--- src/rtl/float_pkg.sv ---
// Shared definitions for the float-to-unsigned converter.
//   - IEEE-754 single-precision field positions and constants
//   - FSM state encoding used by float_to_ui
//   - operand class enum produced by f2u_classify
package float_pkg;

   localparam int          FLOAT_BIAS  = 127;
   localparam logic [7:0]  EXP_SPECIAL = 8'hFF;

   localparam int SIGN_BIT = 31;
   localparam int EXP_MSB  = 30;
   localparam int EXP_LSB  = 23;
   localparam int FRAC_MSB = 22;
   localparam int MANT_W   = 24;   // hidden one + 23 fraction bits

   typedef enum logic [1:0] {
      ST_IDLE,
      ST_SHIFT,
      ST_DONE
   } f2u_state_t;

   typedef enum logic [2:0] {
      CLS_ZERO,     // +/-0
      CLS_DENORM,   // exp==0, frac!=0
      CLS_FRACT,    // 0 < |value| < 1
      CLS_NORMAL,   // positive, 1 <= value < 2^32
      CLS_OVF,      // +Inf or positive value >= 2^32
      CLS_NEG,      // -Inf or value <= -1
      CLS_NAN
   } f2u_class_t;

endpackage

--- src/rtl/f2u_classify.sv ---
// Combinational operand classifier for float_to_ui.
// Ports:
//   data          in  32  float operand {sign, exp[7:0], frac[22:0]}
//   cls           out     operand class
//   mant          out 24  {1, frac}
//   shamt         out 5   |k|, where k = exp - 127 - 23 (valid for CLS_NORMAL)
//   shift_left    out 1   1 when k > 0
//   early_data    out 32  result when no alignment is needed
//   early_invalid out 1   invalid flag for the early result
//   early_inexact out 1   inexact flag for the early result
module f2u_classify
   import float_pkg::*;
#(
   parameter logic [31:0] OVF_RESULT = 32'hFFFF_FFFF,
   parameter logic [31:0] NEG_RESULT = 32'h0000_0000
) (
   input  logic [31:0]        data,
   output f2u_class_t         cls,
   output logic [MANT_W-1:0]  mant,
   output logic [4:0]         shamt,
   output logic               shift_left,
   output logic [31:0]        early_data,
   output logic               early_invalid,
   output logic               early_inexact
);

   logic              sign;
   logic [7:0]        exp;
   logic [FRAC_MSB:0] frac;
   logic signed [9:0] e;   // unbiased exponent
   logic signed [9:0] k;   // alignment distance relative to the integer LSB

   assign sign = data[SIGN_BIT];
   assign exp  = data[EXP_MSB:EXP_LSB];
   assign frac = data[FRAC_MSB:0];
   assign mant = {1'b1, frac};

   assign e = $signed({2'b00, exp}) - $signed(10'(FLOAT_BIAS));
   assign k = e - 10'sd23;

   assign shift_left = (k > 10'sd0);
   // Only meaningful for CLS_NORMAL, where k spans -23..8.
   assign shamt = 5'((k < 10'sd0) ? -k : k);

   always_comb begin
      cls = CLS_NORMAL;
      if (exp == EXP_SPECIAL && frac != '0)
         cls = CLS_NAN;
      else if (!sign && (exp == EXP_SPECIAL || e >= 10'sd32))
         cls = CLS_OVF;
      else if (sign && (exp == EXP_SPECIAL || e >= 10'sd0))
         cls = CLS_NEG;
      else if (exp == 8'd0 && frac == '0)
         cls = CLS_ZERO;
      else if (exp == 8'd0)
         cls = CLS_DENORM;
      else if (e < 10'sd0)
         cls = CLS_FRACT;
   end

   always_comb begin
      early_data    = 32'd0;
      early_invalid = 1'b0;
      early_inexact = 1'b0;
      case (cls)
         CLS_NAN, CLS_OVF: begin
            early_data    = OVF_RESULT;
            early_invalid = 1'b1;
         end
         CLS_NEG: begin
            early_data    = NEG_RESULT;
            early_invalid = 1'b1;
         end
         CLS_DENORM, CLS_FRACT: begin
            // Magnitude below one truncates to zero, sign irrelevant.
            early_inexact = 1'b1;
         end
         CLS_NORMAL: begin
            // Used directly when k==0 (exponent 23).
            early_data = {8'd0, mant};
         end
         default: begin
            early_data = 32'd0;
         end
      endcase
   end

endmodule

--- src/rtl/float_to_ui.sv ---
// Multi-cycle IEEE-754 single -> 32-bit unsigned converter, round toward zero.
// The mantissa is aligned by an iterative shifter moving SHIFT_STEP bits per cycle.
// Ports:
//   clk, rst     clock (rising edge), asynchronous active-high reset
//   in_valid     operand valid
//   in_ready     converter idle; operand accepted on in_valid && in_ready
//   in_data      float operand
//   out_valid    result valid, held until out_ready
//   out_ready    consumer accepts the result
//   out_data     unsigned integer result
//   out_invalid  NaN, Inf, out of range or value <= -1
//   out_inexact  nonzero fraction bits discarded (only when not invalid)
module float_to_ui
   import float_pkg::*;
#(
   parameter int          SHIFT_STEP = 1,
   parameter logic [31:0] OVF_RESULT = 32'hFFFF_FFFF,
   parameter logic [31:0] NEG_RESULT = 32'h0000_0000
) (
   input  logic        clk,
   input  logic        rst,
   input  logic        in_valid,
   output logic        in_ready,
   input  logic [31:0] in_data,
   output logic        out_valid,
   input  logic        out_ready,
   output logic [31:0] out_data,
   output logic        out_invalid,
   output logic        out_inexact
);

   localparam logic [4:0] STEP = 5'(SHIFT_STEP);

   f2u_state_t        state;
   logic [31:0]       acc;
   logic [4:0]        cnt;
   logic              dir_left;
   logic              sticky;

   f2u_class_t        cls;
   logic [MANT_W-1:0] mant;
   logic [4:0]        shamt;
   logic              shift_left;
   logic [31:0]       early_data;
   logic              early_invalid;
   logic              early_inexact;

   logic [4:0]        step;
   logic [31:0]       acc_next;
   logic              sticky_next;
   logic              needs_shift;

   f2u_classify #(
      .OVF_RESULT (OVF_RESULT),
      .NEG_RESULT (NEG_RESULT)
   ) u_classify (
      .data          (in_data),
      .cls           (cls),
      .mant          (mant),
      .shamt         (shamt),
      .shift_left    (shift_left),
      .early_data    (early_data),
      .early_invalid (early_invalid),
      .early_inexact (early_inexact)
   );

   // Bits that fall off the bottom of a right shift by n.
   function automatic logic [31:0] low_mask(input logic [4:0] n);
      low_mask = (32'd1 << n) - 32'd1;
   endfunction

   assign in_ready    = (state == ST_IDLE);
   assign out_valid   = (state == ST_DONE);
   assign needs_shift = (cls == CLS_NORMAL) && (shamt != 5'd0);

   always_comb begin
      step        = (cnt < STEP) ? cnt : STEP;
      acc_next    = dir_left ? (acc << step) : (acc >> step);
      sticky_next = sticky;
      if (!dir_left)
         sticky_next = sticky | (|(acc & low_mask(step)));
   end

   always_ff @(posedge clk or posedge rst) begin
      if (rst) begin
         state       <= ST_IDLE;
         acc         <= 32'd0;
         cnt         <= 5'd0;
         dir_left    <= 1'b0;
         sticky      <= 1'b0;
         out_data    <= 32'd0;
         out_invalid <= 1'b0;
         out_inexact <= 1'b0;
      end else begin
         case (state)
            ST_IDLE: begin
               if (in_valid) begin
                  if (needs_shift) begin
                     acc      <= {8'd0, mant};
                     cnt      <= shamt;
                     dir_left <= shift_left;
                     sticky   <= 1'b0;
                     state    <= ST_SHIFT;
                  end else begin
                     out_data    <= early_data;
                     out_invalid <= early_invalid;
                     out_inexact <= early_inexact;
                     state       <= ST_DONE;
                  end
               end
            end
            ST_SHIFT: begin
               acc    <= acc_next;
               cnt    <= cnt - step;
               sticky <= sticky_next;
               // Last partial step lands exactly on zero.
               if (cnt == step) begin
                  out_data    <= acc_next;
                  out_invalid <= 1'b0;
                  out_inexact <= sticky_next;
                  state       <= ST_DONE;
               end
            end
            ST_DONE: begin
               if (out_ready)
                  state <= ST_IDLE;
            end
            default: begin
               state <= ST_IDLE;
            end
         endcase
      end
   end

endmodule

--- config.mk ---
export PLATFORM = sky130hd
export DESIGN_NAME = float_to_ui
export DESIGN_NICKNAME = d
export VERILOG_FILES = /design/src/rtl/float_pkg.sv /design/src/rtl/f2u_classify.sv /design/src/rtl/float_to_ui.sv
export SDC_FILE = /design/constraint.sdc
export NUM_CORES = 1
export LEC_CHECK = 0
export BUFFER_PORTS_ARGS = -buffer_cell sky130_fd_sc_hd__buf_2
export CORE_UTILIZATION = 40
export CTS_CLUSTER_DIAMETER = 50
export CTS_CLUSTER_SIZE = 30
export DETAILED_ROUTE_END_ITERATION = 7
export MAX_ROUTING_LAYER = met4
export PLACE_DENSITY_LB_ADDON = 0.3
export REMOVE_ABC_BUFFERS = 1
export SETUP_SLACK_MARGIN = 0.1
export SKIP_CTS_REPAIR_TIMING = 1
export SKIP_LAST_GASP = 1
export SLEW_MARGIN = 20
export SYNTH_ARGS = -nofsm -noshare
export SYNTH_HDL_FRONTEND = slang
export SYNTH_HIERARCHICAL = 1
export SYNTH_SLANG_ARGS = --single-unit
--- constraint.sdc ---
create_clock -name clk -period 4.2 [get_ports clk]
set_input_delay 0.42 -clock clk [delete_from_list [all_inputs] [get_ports clk]]
set_output_delay 0.42 -clock clk [all_outputs]
set_load 0.02 [all_outputs]
==> out/results.tsv, run 1 <==
metric	value	unit
outcome	finished clean	
port_buffers	71	
globalRouteOverflowTotal	0	
maxCapViolCount	0	
synth-adder-area-share	1.05	%
synth_area	5980	µm²
tns	0	ps
register_bit_count_reported_by_yosys	75	
floorplan.rows	44	
fin_crit_share	88.5	%
ws_path_type	in -> reg	
setup_viol	0	
critical_path.startpoint_type	primary input	
synth.area.top_cells	sky130_fd_sc_hd__dfrtp_1 31%, sky130_fd_sc_hd__a221oi_1 6.0%, sky130_fd_sc_hd__mux2_2 5.8%	
die_width	124	µm
synth.yosys.seq_area_share	31.4	%
min_path_type	in -> async	
synthSimpleGateAreaFrac	21.1	%
synth_compound_gate_area_share	25.4	%
postSynthCellCount	669	
crit_path_max_fanout	14	
cts_htree_levels	3	
synth-main-ff-cell	sky130_fd_sc_hd__dfrtp_1	
synth_cell_type_count	77	
finalWorstSetupSlack	484	ps
combinational_family_with_the_most_area_after_synthesis	compound AO/OA/AOI/OAI gates	
power_per_cell_area	622	nW/µm²
groute.usage.overall	21.3	%
synth.top_cell.area_share	31.4	%
synth-xor-area-share	1.32	%
layout_min_cycle_time	3720	ps
finalHoldViolations	0	
floorplan.io_pins	72	
die_area	15400	µm²
final_area	6490	µm²
cts_buffer_depth	2	
post_layout_nonfiller_instances	861	
synth-async-reset-ratio	100	%
clock-root-buffer	sky130_fd_sc_hd__clkbuf_16	
detailedRoute.firstPassIterationCount	5	
rsz0062_at_grt	no	
post-dp-hpwl	10500	µm
fp.coreArea	14500	µm²
synth_enable_flop_cells	0	
number_of_antenna_violations_at_the_first_check_in_global_routing	0	
clk_transition_reported_paths	60	ps
initial_utilization	41.1	%
wire_per_inst	18.5	µm
grt_pass1_wl	26400	µm
sink_count_of_the_clock_tree	75	
finalClockSkew	9.83	ps
cts_tree	done	
floorplan.die.height	124	µm
post_synthesis_mux_area_share	7.18	%
detail_route.vias_per_cell	6.13	
yosys_warnings	6	
layout_commonest_cell	sky130_fd_sc_hd__dfrtp_1	
syn2layout_area_growth	8.50	%
tritoncts.num_buffers	9	
route.detailed.drc	0	
actual_transition_at_the_worst_max_transition_pin	1110	ps
routed-via-count	5279	
cellLeakagePower	2.82	nW
mostFrequentLayoutCells	75 x sky130_fd_sc_hd__dfrtp_1, 74 x sky130_fd_sc_hd__nand2_1, 71 x sky130_fd_sc_hd__buf_2, 41 x sky130_fd_sc_hd__a221oi_1, 36 x sky130_fd_sc_hd__inv_1	
max-vdd-ir-drop	0.275	mV
drtIter0Drc	489	
critical_path.endpoint_type	flop	
timing.fmax	269	MHz
globalplace.congestion	0.860	
timing.critical_path.required	4420	ps
insertion_delay	340	ps
post_place_setup_slack	120	ps
cp.arrival	3930	ps
grt_max_degree	43	
netlist.top_cell.by_area	sky130_fd_sc_hd__dfrtp_1	
fin_nets	713	
grt_pass1_vias	5237	
diodes	0	
max-slew-margin-rel	25.9	%
route.final.wire_length	16000	µm
synth_area_per_cell	8.94	µm²
layout-drive-gt1-share	27.5	%
slew_violations	0	
place.detailed.instances	845	
dpl_cell_area	6130	µm²
drtAntennaViolNets	0	
[per-layer routing]
layer  GRT usage [%]  wire length [µm]
met2            34.9              7670
met4            6.45               307
met5               -                 0
met3            3.26               868
met1            27.0              7120
[cell usage after synthesis (3+ instances only)]
library cell / count
sky130_fd_sc_hd__a211oi_1: 3
sky130_fd_sc_hd__a21o_1: 3
sky130_fd_sc_hd__a21oi_1: 22
sky130_fd_sc_hd__a221oi_1: 41
sky130_fd_sc_hd__buf_1: 4
sky130_fd_sc_hd__buf_2: 14
sky130_fd_sc_hd__buf_4: 39
sky130_fd_sc_hd__buf_6: 12
sky130_fd_sc_hd__clkbuf_1: 25
sky130_fd_sc_hd__dfrtp_1: 75
sky130_fd_sc_hd__ha_1: 5
sky130_fd_sc_hd__inv_1: 37
sky130_fd_sc_hd__mux2_2: 31
sky130_fd_sc_hd__mux2i_1: 8
sky130_fd_sc_hd__nand2_1: 74
sky130_fd_sc_hd__nand2b_1: 9
sky130_fd_sc_hd__nand3_1: 10
sky130_fd_sc_hd__nand4_1: 8
sky130_fd_sc_hd__nor2_1: 31
sky130_fd_sc_hd__nor2b_1: 20
sky130_fd_sc_hd__nor3_1: 30
sky130_fd_sc_hd__nor3_2: 3
sky130_fd_sc_hd__nor4_1: 8
sky130_fd_sc_hd__nor4_4: 3
sky130_fd_sc_hd__o2111ai_1: 3
sky130_fd_sc_hd__o211ai_1: 3
sky130_fd_sc_hd__o21ai_0: 9
sky130_fd_sc_hd__o21ai_1: 3
sky130_fd_sc_hd__o221a_1: 3
sky130_fd_sc_hd__o221a_2: 3
sky130_fd_sc_hd__o22ai_1: 9
sky130_fd_sc_hd__o22ai_2: 15
sky130_fd_sc_hd__o2bb2ai_1: 7
sky130_fd_sc_hd__o311ai_0: 9
sky130_fd_sc_hd__o31ai_1: 28
sky130_fd_sc_hd__xnor2_1: 6
sky130_fd_sc_hd__xor2_1: 3
[through the flow]
| stage | hold slack, ps | total power (W) | util (%) |
|---|---|---|---|
| after floorplan | 441 | 0.00253 | - |
| after global placement | 459 | 0.00307 | 42.2 |
| after detailed placement | 464 | 0.00312 | 42.2 |
| after CTS | 182 | 0.00404 | 44.6 |
| after global routing | 218 | 0.00430 | 44.6 |
| final | 155 | 0.00404 | 44.6 |
[state kept, by name, summed over array words and instances (netlist names)]
name,cells
acc,32
out_data,32
out_inexact,1
state,2
cnt,5
out_invalid,1
sticky,1
dir_left,1
[area by class of cell]
cell class / instances / area (µm²)
clock buffers: 10 / 239
clock inverters: 6 / 111
fillers: 1411 / 8050
inverters: 38 / 144
multi-input cells: 462 / 3380
flip-flops and latches: 75 / 1880
well taps: 184 / 230
repair buffers: 86 / 505
[final timing paths]
path | start | endpoint | slack (ps) | cells past startpoint
min in group clk | out_ready | state[1]$_DFFE_PP0P_ | 310 | 2
hold reg to reg | sticky$_DFFE_PP0P_ | sticky$_DFFE_PP0P_ | 480 | 2
setup / recovery | in_data[23] | out_data[11]$_DFFE_PP0P_ | 480 | 13
setup reg to reg | cnt[4]$_DFFE_PP0P_ | out_data[11]$_DFFE_PP0P_ | 880 | 8
max in group asynchronous | rst | dir_left$_DFFE_PP0P_ | 3080 | 3
hold / removal | rst | acc[15]$_DFFE_PP0P_ | 150 | 2
[report_power, final]
| part | leakage, nW | internal [W] | switching (W) |
|---|---|---|---|
| Clock | 0.169 | 0.000598 | 0.000316 |
| Sequential | 0.906 | 0.00103 | 0.000354 |
| Combinational | 1.74 | 0.000722 | 0.00102 |
[worst max-delay path, cell delays in order]
cell and delay, ps:
sky130_fd_sc_hd__buf_2 210, sky130_fd_sc_hd__inv_1 90, sky130_fd_sc_hd__ha_1 350, sky130_fd_sc_hd__nor3b_1 190, sky130_fd_sc_hd__o21ai_0 130, sky130_fd_sc_hd__a311oi_2 470, sky130_fd_sc_hd__o21ai_1 170, sky130_fd_sc_hd__xnor2_1 170
sky130_fd_sc_hd__or4_4 580, sky130_fd_sc_hd__o211a_4 280, sky130_fd_sc_hd__nor3_4 220, sky130_fd_sc_hd__buf_4 270, sky130_fd_sc_hd__mux2_2 360
[cells by family (layout without fill, tap and decap cells)]
logic type	Yosys count	after routing
simple gates	226	226
compound gates	182	182
buf+inv	132	140
flops	75	75
mux	39	39
xor+xnor	9	9
fa+ha+maj	5	5
other cells	1	1
Note: power is estimated with default switching activity, not from simulation.
==> run 2: changes to the inputs <==
--- a/config.mk
+++ b/config.mk
@@ -19,5 +19,4 @@
 export SLEW_MARGIN = 20
 export SYNTH_ARGS = -nofsm -noshare
 export SYNTH_HDL_FRONTEND = slang
-export SYNTH_HIERARCHICAL = 1
 export SYNTH_SLANG_ARGS = --single-unit
==> out/results.tsv, run 2 <==
metric	value	unit	change
synth_area_per_cell	10.3	µm²	+16%
floorplan.io_pins	72		unchanged
critical_path.startpoint_type	primary input		
insertion_delay	330	ps	about the same
sink_count_of_the_clock_tree	75		unchanged
die_width	113	µm	-9.4%
rsz0062_at_grt	no		
mostFrequentLayoutCells	75 x sky130_fd_sc_hd__dfrtp_1, 71 x sky130_fd_sc_hd__buf_2, 54 x sky130_fd_sc_hd__mux2i_1, 35 x sky130_fd_sc_hd__nand2_1, 28 x sky130_fd_sc_hd__a2bb2oi_2		
post_layout_nonfiller_instances	679		-21%
synth.top_cell.area_share	38.4	%	+7.0 points
power_per_cell_area	624	nW/µm²	+0.29%
wire_per_inst	17.0	µm	-8.2%
globalRouteOverflowTotal	0		unchanged
clk_transition_reported_paths	60	ps	about the same
synth_enable_flop_cells	0		unchanged
drtIter0Drc	226		-54%
grt_pass1_wl	19800	µm	-25%
groute.usage.overall	20.1	%	-1.2 points
synth-main-ff-cell	sky130_fd_sc_hd__dfrtp_1		
ws_path_type	in -> reg		
layout_commonest_cell	sky130_fd_sc_hd__dfrtp_1		
timing.fmax	305	MHz	+13%
number_of_antenna_violations_at_the_first_check_in_global_routing	0		unchanged
fillers	1124		-20%
cts_tree	done		
grt_max_degree	63		+47%
synth_commonest_cells	75 x sky130_fd_sc_hd__dfrtp_1, 54 x sky130_fd_sc_hd__mux2i_1, 35 x sky130_fd_sc_hd__nand2_1		
final_area	5600	µm²	-14%
min_path_type	in -> async		
cellLeakagePower	2.56	nW	-9.2%
grtUsageMet3	2.59	%	-0.67 points
finalWorstSetupSlack	925	ps	+441 ps
layout-drive-gt1-share	26.7	%	-0.78 points
multiInputGateArea	2720	µm²	-20%
post-dp-hpwl	8270	µm	-21%
actual_transition_at_the_worst_max_transition_pin	1050	ps	-57.5 ps
slew_violations	0		unchanged
fin_crit_share	78.0	%	-10 points
grt_pass1_vias	3831		-27%
cp.arrival	3470	ps	-460 ps
yosysMostFrequentCell	sky130_fd_sc_hd__dfrtp_1		
dpl_cell_area	5280	µm²	-14%
netlist.top_cell.by_area	sky130_fd_sc_hd__dfrtp_1		
route.detailed.drc	1		+1
post_place_setup_slack	609	ps	+489 ps
sequential_cell_area	1880	µm²	unchanged
synth_area	4890	µm²	-18%
register_bit_count_reported_by_yosys	75		unchanged
synth-async-reset-ratio	100	%	unchanged
globalplace.congestion	0.899		+4.5%
outcome	finished, violations left		
critical_path.endpoint_type	flop		
tns	0	ps	unchanged
port_buffers	71		unchanged
postSynthCellCount	473		-29%
cts_htree_levels	3		unchanged
finalClockSkew	8.21	ps	-1.62 ps
drtAntennaViolNets	0		unchanged
cts_buffer_depth	2		unchanged
syn2layout_area_growth	14.3	%	
routed-via-count	3901		-26%
max-slew-margin-rel	29.8	%	+3.8 points
layout_min_cycle_time	3270	ps	-441 ps
floorplan.die.height	113	µm	-9.4%
crit_path_max_fanout	16		+2
synth_cell_type_count	66		-14%
fin_nets	569		-20%
fin_util	46.8	%	+2.2 points
synth.yosys.seq_area_share	38.4	%	+7.0 points
failed_checks	DRC		
floorplan.rows	40		-9.1%
maxCapViolCount	0		unchanged
detailedRoute.firstPassIterationCount	6		+1
crit_path_start	in_data[23]		
timing.critical_path.required	4400	ps	-20 ps
finalHoldViolations	0		unchanged
gr-usage-met1	27.0	%	about the same
worst_reg2reg_path_startpoint	state[1]$_DFFE_PP0P_		
synth.area.top_cells	sky130_fd_sc_hd__dfrtp_1 38%, sky130_fd_sc_hd__mux2i_1 11%, sky130_fd_sc_hd__a2bb2oi_2 8.6%		
die_area	12700	µm²	-18%
max-vdd-ir-drop	0.269	mV	-2.4%
tritoncts.num_buffers	9		unchanged
initial_utilization	40.9	%	-0.22 points
route.final.wire_length	11500	µm	-28%
setup_viol	0		unchanged
detail_route.vias_per_cell	5.75		-6.3%
fp.coreArea	12000	µm²	-18%
diodes	0		unchanged
clock-root-buffer	sky130_fd_sc_hd__clkbuf_16		
met2_usage	31.4	%	-3.4 points
reg.largest.list	acc: 32 flops, out_data: 32 flops, cnt: 5 flops		
yosys_warnings	0		-6
place.detailed.instances	664		-21%
gr-max-usage-layer	met2		
[run 2: cell count changes after synthesis, moves of 23 or more]
cell	before	now
sky130_fd_sc_hd__a221oi_1	41	1
sky130_fd_sc_hd__nand2_1	74	35
sky130_fd_sc_hd__buf_4	39	1
sky130_fd_sc_hd__o31ai_1	28	0
sky130_fd_sc_hd__mux2_2	31	0
sky130_fd_sc_hd__a21boi_0	0	23
sky130_fd_sc_hd__o211ai_1	3	26
sky130_fd_sc_hd__a2bb2oi_2	0	28
sky130_fd_sc_hd__mux2i_1	8	54
sky130_fd_sc_hd__nor3_1	30	6
[run 2: path summary, 6_finish.rpt]
kind	to	slack [ps]	depth (start not counted)
min	acc[28]$_DFFE_PP0P_	300	2
min reg2reg	out_data[0]$_DFFE_PP0P_	490	1
max reg2reg	cnt[2]$_DFFE_PP0P_	1430	5
min in group clk	state[1]$_DFFE_PP0P_	360	3
max in group asynchronous	acc[10]$_DFFE_PP0P_	2940	3
max	acc[19]$_DFFE_PP0P_	930	11
[run 2: cells by family (layout without fill, tap and decap cells)]
logic type      after synthesis  in the layout  synth area share [%]
compound gates              161            161                  28.9
simple gates                110            110                  12.0
flops                        75             75                  38.4
buf+inv                      57            116                  6.21
mux                          56             56                  11.5
xor+xnor                      9              9                  1.76
fa+ha+maj                     5              5                  1.28
[run 2: layer usage]
| metal | part of all wire (%) | vias up |
|---|---|---|
| li1 | - | 1894 |
| met1 | 48 | 1911 |
| met2 | 48 | 91 |
| met3 | 3.6 | 5 |
| met4 | 0.69 | 0 |
| met5 | 0 | - |
[run 2: critical path, cell delays in order]
cell                        delay, ps
sky130_fd_sc_hd__buf_2            200
sky130_fd_sc_hd__inv_1             90
sky130_fd_sc_hd__ha_1             350
sky130_fd_sc_hd__nor3b_1          180
sky130_fd_sc_hd__and4b_1          240
sky130_fd_sc_hd__a2111oi_4        380
sky130_fd_sc_hd__a21oi_2          190
sky130_fd_sc_hd__o211ai_2         660
sky130_fd_sc_hd__buf_4            420
sky130_fd_sc_hd__mux2i_1          240
sky130_fd_sc_hd__o21ai_0           90
[run 2: area by class of cell]
type	count	share of cell area, %
Clock buffer	9	4.03
Clock inverter	6	1.61
Inverter	21	1.41
Multi-Input combinational cell	341	48.6
Sequential cell	75	33.5
Tap cell	147	3.29
Timing Repair Buffer	80	7.56
[run 2: where the power goes]
| part | total (W) | internal, W | switching (W) |
|---|---|---|---|
| Combinational | 0.00133 | 0.000622 | 0.000705 |
| Sequential | 0.00134 | 0.00102 | 0.000321 |
| Clock | 0.000822 | 0.000519 | 0.000303 |
| Total | 0.00349 | 0.00216 | 0.00133 |
[run 2: per-stage QoR]
stage | total power [W] | hold WS [ps]
detailed placement | 0.00269 | 479
floorplan | 0.00230 | 473
global route | 0.00374 | 347
CTS | 0.00352 | 340
global placement | 0.00265 | 471
finish | 0.00349 | 296
